**config.mk**
```make
export PLATFORM = sky130hd
export DESIGN_NAME = otbn_bignum_mul_seq
export DESIGN_NICKNAME = d
export VERILOG_FILES = /design/src/rtl/otbn_bignum_mul_seq.sv
export SDC_FILE = /design/constraint.sdc
export NUM_CORES = 2
export LEC_CHECK = 0
export ABC_CLOCK_PERIOD_IN_PS = 2900
export CORE_AREA = 2 2 698 700
export CTS_BUF_LIST = sky130_fd_sc_hd__clkbuf_16
export CTS_CLUSTER_DIAMETER = 150
export DETAILED_ROUTE_END_ITERATION = 10
export DIE_AREA = 0 0 700 702
export GPL_ROUTABILITY_DRIVEN = 0
export PLACE_DENSITY = 0.3
export SETUP_SLACK_MARGIN = 0.4
export SYNTH_ARGS = -nofsm -noshare
export SYNTH_HDL_FRONTEND = slang
export SYNTH_SLANG_ARGS = --single-unit
```
**constraint.sdc**
```tcl
create_clock -name clk_i -period 2.9 [get_ports clk_i]
set_input_delay 0.435 -clock clk_i [delete_from_list [all_inputs] [get_ports clk_i]]
set_output_delay 0.435 -clock clk_i [all_outputs]
set_load 0.05 [all_outputs]
```
**src/rtl/otbn_bignum_mul_seq.sv**
```systemverilog
// Sequencer that drives the OTBN bignum MAC through a fixed 16-step quarter-word schedule,
// producing a full WLEN x WLEN -> 2*WLEN unsigned product from the shifted-out half-words.
module otbn_bignum_mul_seq #(
   parameter int unsigned WLEN = 256
) (
   input  logic              clk_i,
   input  logic              rst_ni,
   input  logic              start_i,
   input  logic [WLEN-1:0]   operand_a_i,
   input  logic [WLEN-1:0]   operand_b_i,
   input  logic              stall_i,
   output logic              busy_o,
   output logic              done_o,
   output logic              err_o,
   output logic [2*WLEN-1:0] result_o,
   output logic              mac_en_o,
   output logic              mac_commit_o,
   output logic              mac_op_en_o,
   output logic              mac_acc_rd_en_o,
   output logic [WLEN-1:0]   operand_a_o,
   output logic [WLEN-1:0]   operand_b_o,
   output logic [1:0]        a_qw_sel_o,
   output logic [1:0]        b_qw_sel_o,
   output logic [1:0]        pre_acc_shift_o,
   output logic              zero_acc_o,
   output logic              shift_acc_o,
   output logic              wr_hw_sel_upper_o,
   input  logic [WLEN-1:0]   mac_result_i,
   input  logic              mac_intg_err_i,
   input  logic              mac_predec_err_i,
   input  logic              ispr_acc_wr_en_i,
   output logic              sec_wipe_acc_o
);

   localparam int unsigned HWLEN = WLEN / 2;

   typedef enum logic [1:0] {StIdle, StRun, StDone, StAbort} state_e;

   state_e              state_q, state_d;
   logic [3:0]          step_q, step_d;
   logic [WLEN-1:0]     op_a_q, op_b_q;
   logic                op_load;
   logic [2*WLEN-1:0]   result_q, result_d;

   logic [1:0]          a_sel, b_sel, shift;
   logic                so, zero, upper;
   logic [1:0]          hw_idx;
   logic                busy, run_err, commit;

   // Only the low half of the MAC result is ever shifted out into the product.
   logic unused_mac_result;
   assign unused_mac_result = ^mac_result_i[WLEN-1:HWLEN];

   // Step schedule: {a_qw, b_qw, pre-acc shift, shift-out}
   always_comb begin
      {a_sel, b_sel, shift, so} = 7'b0;
      case (step_q)
         4'd0:  {a_sel, b_sel, shift, so} = {2'd0, 2'd0, 2'd0, 1'b0};
         4'd1:  {a_sel, b_sel, shift, so} = {2'd0, 2'd1, 2'd1, 1'b0};
         4'd2:  {a_sel, b_sel, shift, so} = {2'd1, 2'd0, 2'd1, 1'b1};
         4'd3:  {a_sel, b_sel, shift, so} = {2'd0, 2'd2, 2'd0, 1'b0};
         4'd4:  {a_sel, b_sel, shift, so} = {2'd1, 2'd1, 2'd0, 1'b0};
         4'd5:  {a_sel, b_sel, shift, so} = {2'd2, 2'd0, 2'd0, 1'b0};
         4'd6:  {a_sel, b_sel, shift, so} = {2'd0, 2'd3, 2'd1, 1'b0};
         4'd7:  {a_sel, b_sel, shift, so} = {2'd1, 2'd2, 2'd1, 1'b0};
         4'd8:  {a_sel, b_sel, shift, so} = {2'd2, 2'd1, 2'd1, 1'b0};
         4'd9:  {a_sel, b_sel, shift, so} = {2'd3, 2'd0, 2'd1, 1'b1};
         4'd10: {a_sel, b_sel, shift, so} = {2'd1, 2'd3, 2'd0, 1'b0};
         4'd11: {a_sel, b_sel, shift, so} = {2'd2, 2'd2, 2'd0, 1'b0};
         4'd12: {a_sel, b_sel, shift, so} = {2'd3, 2'd1, 2'd0, 1'b0};
         4'd13: {a_sel, b_sel, shift, so} = {2'd2, 2'd3, 2'd1, 1'b0};
         4'd14: {a_sel, b_sel, shift, so} = {2'd3, 2'd2, 2'd1, 1'b1};
         4'd15: {a_sel, b_sel, shift, so} = {2'd3, 2'd3, 2'd0, 1'b1};
      endcase
   end

   // Destination half-word of each shift-out step.
   always_comb begin
      hw_idx = 2'd0;
      case (step_q)
         4'd9:    hw_idx = 2'd1;
         4'd14:   hw_idx = 2'd2;
         4'd15:   hw_idx = 2'd3;
         default: hw_idx = 2'd0;
      endcase
   end

   assign zero    = (step_q == 4'd0);
   assign upper   = (step_q == 4'd9) || (step_q == 4'd15);
   assign busy    = (state_q == StRun);
   assign run_err = busy & (mac_intg_err_i | mac_predec_err_i | ispr_acc_wr_en_i);
   // An error overrides a stall and suppresses the commit of the failing step.
   assign commit  = busy & ~stall_i & ~run_err;

   always_comb begin
      state_d  = state_q;
      step_d   = step_q;
      result_d = result_q;
      op_load  = 1'b0;
      case (state_q)
         StIdle: begin
            if (start_i) begin
               state_d  = StRun;
               step_d   = 4'd0;
               result_d = '0;
               op_load  = 1'b1;
            end
         end
         StRun: begin
            if (run_err) begin
               state_d  = StAbort;
               result_d = '0;
            end else if (commit) begin
               if (so) begin
                  result_d[hw_idx*HWLEN +: HWLEN] = mac_result_i[HWLEN-1:0];
               end
               if (step_q == 4'd15) begin
                  state_d = StDone;
                  step_d  = 4'd0;
               end else begin
                  step_d = step_q + 4'd1;
               end
            end
         end
         StDone: begin
            state_d = StIdle;
         end
         StAbort: begin
            state_d = StIdle;
            step_d  = 4'd0;
         end
         default: begin
            state_d = StIdle;
            step_d  = 4'd0;
         end
      endcase
   end

   always_ff @(posedge clk_i) begin
      if (!rst_ni) begin
         state_q  <= StIdle;
         step_q   <= 4'd0;
         result_q <= '0;
      end else begin
         state_q  <= state_d;
         step_q   <= step_d;
         result_q <= result_d;
      end
   end

   always_ff @(posedge clk_i) begin
      if (!rst_ni) begin
         op_a_q <= '0;
         op_b_q <= '0;
      end else if (op_load) begin
         op_a_q <= operand_a_i;
         op_b_q <= operand_b_i;
      end
   end

   assign busy_o         = busy;
   assign done_o         = (state_q == StDone);
   assign err_o          = (state_q == StAbort);
   assign sec_wipe_acc_o = (state_q == StAbort);
   assign result_o       = result_q;

   assign mac_en_o        = busy;
   assign mac_commit_o    = commit;
   assign mac_op_en_o     = busy;
   assign mac_acc_rd_en_o = busy & ~zero;

   // Everything the MAC sees is blanked outside RUN.
   assign operand_a_o       = busy ? op_a_q : '0;
   assign operand_b_o       = busy ? op_b_q : '0;
   assign a_qw_sel_o        = busy ? a_sel : 2'd0;
   assign b_qw_sel_o        = busy ? b_sel : 2'd0;
   assign pre_acc_shift_o   = busy ? shift : 2'd0;
   assign zero_acc_o        = busy & zero;
   assign shift_acc_o       = busy & so;
   assign wr_hw_sel_upper_o = busy & upper;

endmodule

```
==> metrics.md <==
| Metric | Value |
|---|---|
| Leak Pwr | about 27 nW |
| Final core utilization | 0.164 |
| Yosys top cell by area | dfxtp_1 |
| Flops & latches, synth | approximately 1000 |
| GRT met2 Usage | 0.207 |
| Setup CP Type | reg2out |
| H-tree Lvls | 4 |
| Clk root buf | clkbuf_16 |
| Time the worst path needs with I/O delays and setup | 2930 ps |
| Global-route wire length before repair | 397 mm |
| Worst-Margin Slew | 917 ps |
| Seq/Total Area, Yosys | 0.505 |
| Asr flop ratio synth | 0 |
| Die boundary width | roughly 700 um |
| Post-route cell area | roughly 80000 sq um |
| Syn avg cell area | 8.87 sq um |
| Nets@finish | 7143 |
| CTS tree | built |
| Clk_lat worst skew | 860 ps |
| Die H | between 700 and 800 um |
| Starting density of the core | 0.0848 |
| Most Crowded Layer GR | met2 |
| Failing checks | setup timing |
| Rows | ~260 |
| Primary FF master, synth | dfxtp_1 |
| DRT iter0 DRCs | 1943 |
| Vias/cell | 3.15 |
| GRT overflow | 0 |
| Initial antenna violation count | between 100 and 150 |
| Max Fclk | 341 MHz |
| Largest net degree at the start of global routing | around 180 |
| Critical Path RT | roughly 2500 ps |
| Met1 global-route usage | 0.134 |
| Maximum clock path buffer count | 4 |
| Warnings, synthesis | 0 |
| Syn Std Cell Area | 41100 sq um |
| Sink Count | 1036 |
| Fin. max-slew vios | 0 |
| Count leader, synth | dfxtp_1 |
| Number of flops mapped to enable cells by yosys | 0 |
| DR WL/cell | 24.0 um |
| Reg2reg setup slack | 300 ps |
| Number of I/O pins | approximately 1800 |
| Syn nets | 5423 |
| DPL Wire Length | 240 mm |
| Min-delay src | operand_b_i[250] |
| GRT Total Usage | 0.118 |
| Met3 Use GR | 0.0476 |
| Final-report setup violation count | 20 |
| Hold Path Class | in2reg |
| DP Cell Count | between 10000 and 15000 |
| Total Neg Setup Slack | -210 ps |
| Pre-antenna DRT Iters | 5 |
| Total Wirelength | 312 mm |
| Worst slack at placement | -450 ps |
| Die area | 491000 sq um |
| Area growth syn-to-layout | 93.4% |
| PwrDens | 495 nW/um^2 |
| Setup ws final | -29.2 ps |
| CP startpoint kind | flop |
| Clock Skews | just over 80 ps |
| Via count | 40900 |
| MaxCap Viol Count | 0 |
| Placed instance area | 72100 sq um |
| Max transition margin | 0.387 |
| Core box area | between 400000 and 500000 sq um |
| Worst-path clk slew | ~60 ps |
| Post-route ant nets | 0 |
| Num CTS Buffers | 154 |
| Crit end category | output pin |
| Fin cells | 13000 |
| Max VDD drop | 0.409 mV |
| Critical R2R Launch | step_q[1] |
| Synth cell types | 40 |
| Post-synth top area share | 0.505 |
| Synth cell count leaders | dfxtp_1 (1036), nand2_1 (1035), and2_1 (523), nor2b_1 (516), a22oi_1 (513) |
| Layout cells sized above 1 | 0.199 |
| Crit Path Max Fanout | 12 |
| Most area-consuming cells after synthesis | dfxtp_1 (50%), nand2_1 (9.5%), a22oi_1 (9.4%) |
| CP Launch Point | state_q[1] |
| DRC | 0 |
| Vias in the first global route | 40900 |
| Port bufs | ~1700 |
| Syn Inst Count | around 4600 |
| Fin crit share | 1.01 |
| Hold Vio Cnt, Final | 0 |
| Status | complete, but fails checks |
| Arrival time at the worst endpoint | about 2500 ps |
| Unrepaired setup endpoints after global routing | true |
through the flow:
| step | power (mW) | hold WS, ps |
|---|---|---|
| floorplan | 17.4 | 439 |
| global placement | 21.0 | 446 |
| detailed placement | 21.1 | 452 |
| CTS | 40.4 | 0.152 |
| global route | 41.2 | 59.6 |
| finish | 39.3 | 133 |
final timing paths:
kind	endpoint	depth (start not counted)
max	operand_a_o[47]	6
min	op_b_q[250]	3
max reg2reg	result_o[256]	14
min reg2reg	op_b_q[249]	2
state kept, by name, summed over array words and instances, names as in the netlist:
| name | count |
|---|---|
| a_sel | 2 |
| b_sel | 2 |
| op_a_q | 256 |
| op_b_q | 256 |
| result_o | 512 |
| shift | 1 |
| so | 1 |
| state_q | 2 |
| step_q | 4 |
final cells by class:
type / instances / area [sq um]
Fill cell: 54200 / 405000
Timing Repair Buffer: 1966 / 26100
Sequential cell: 1036 / 20700
Multi-Input combinational cell: 3179 / 19600
Tap cell: 6450 / 8070
Clock buffer: 157 / 3930
Clock inverter: 117 / 783
Antenna cell: 42 / 105
Inverter: 15 / 80.1
Timing Repair inverter: 1 / 8.76
timing repair:
item,CTS,global route
gates resized for setup,126,214
hold buffers,1,0
endpoints found under the hold margin,2,0
cloned,15,29
setup buffers,17,18
endpoints found under the setup margin,1506,1507
pin swaps,26,49
metal layers:
layer	part of all wire	wire (um)
met1	0.39	122000
met5	0.0013	403
met3	0.090	27900
met2	0.50	155000
met4	0.019	5930
logic make-up (layout without fill, tap and decap cells):
family,Yosys count,in the layout,share of synthesized area
simple gates,2109,2109,0.258
compound gates,1050,1050,0.191
flops,1036,1036,0.505
buf+inv,418,2256,0.0397
fa+ha+maj,15,15,0.00457
mux,3,3,0.00107
other cells,1,43,0.0000913
xor+xnor,1,1,0.000213
worst max-delay path, stage by stage, from the launching register on:
cell and delay (ps):
dfxtp_2 340, nand2b_4 190, inv_16 120, buf_16 200
bufbuf_16 330, and2_1 180, buf_12 160
power breakdown:
group	internal, mW	switching [mW]	total (mW)
combinational	2.67	3.45	6.12
sequential	14.7	0.230	14.9
clock	10.5	7.80	18.3
placed cells by master (no fill, tap or decap), drive strengths merged, types with 7 or more instances in the layout:
cell type / instances
nand2: 1035
diode: 42
and2: 523
buf: 818
dfxtp: 1036
clkinv: 53
a22oi: 513
a21boi: 512
clkdlybuf4s50: 1116
ha: 15
nor2b: 516
clkbuf: 179
o21ai: 7
bufinv: 8
inv: 70
nor2: 9
Note: power is estimated with default switching activity, not from simulation.
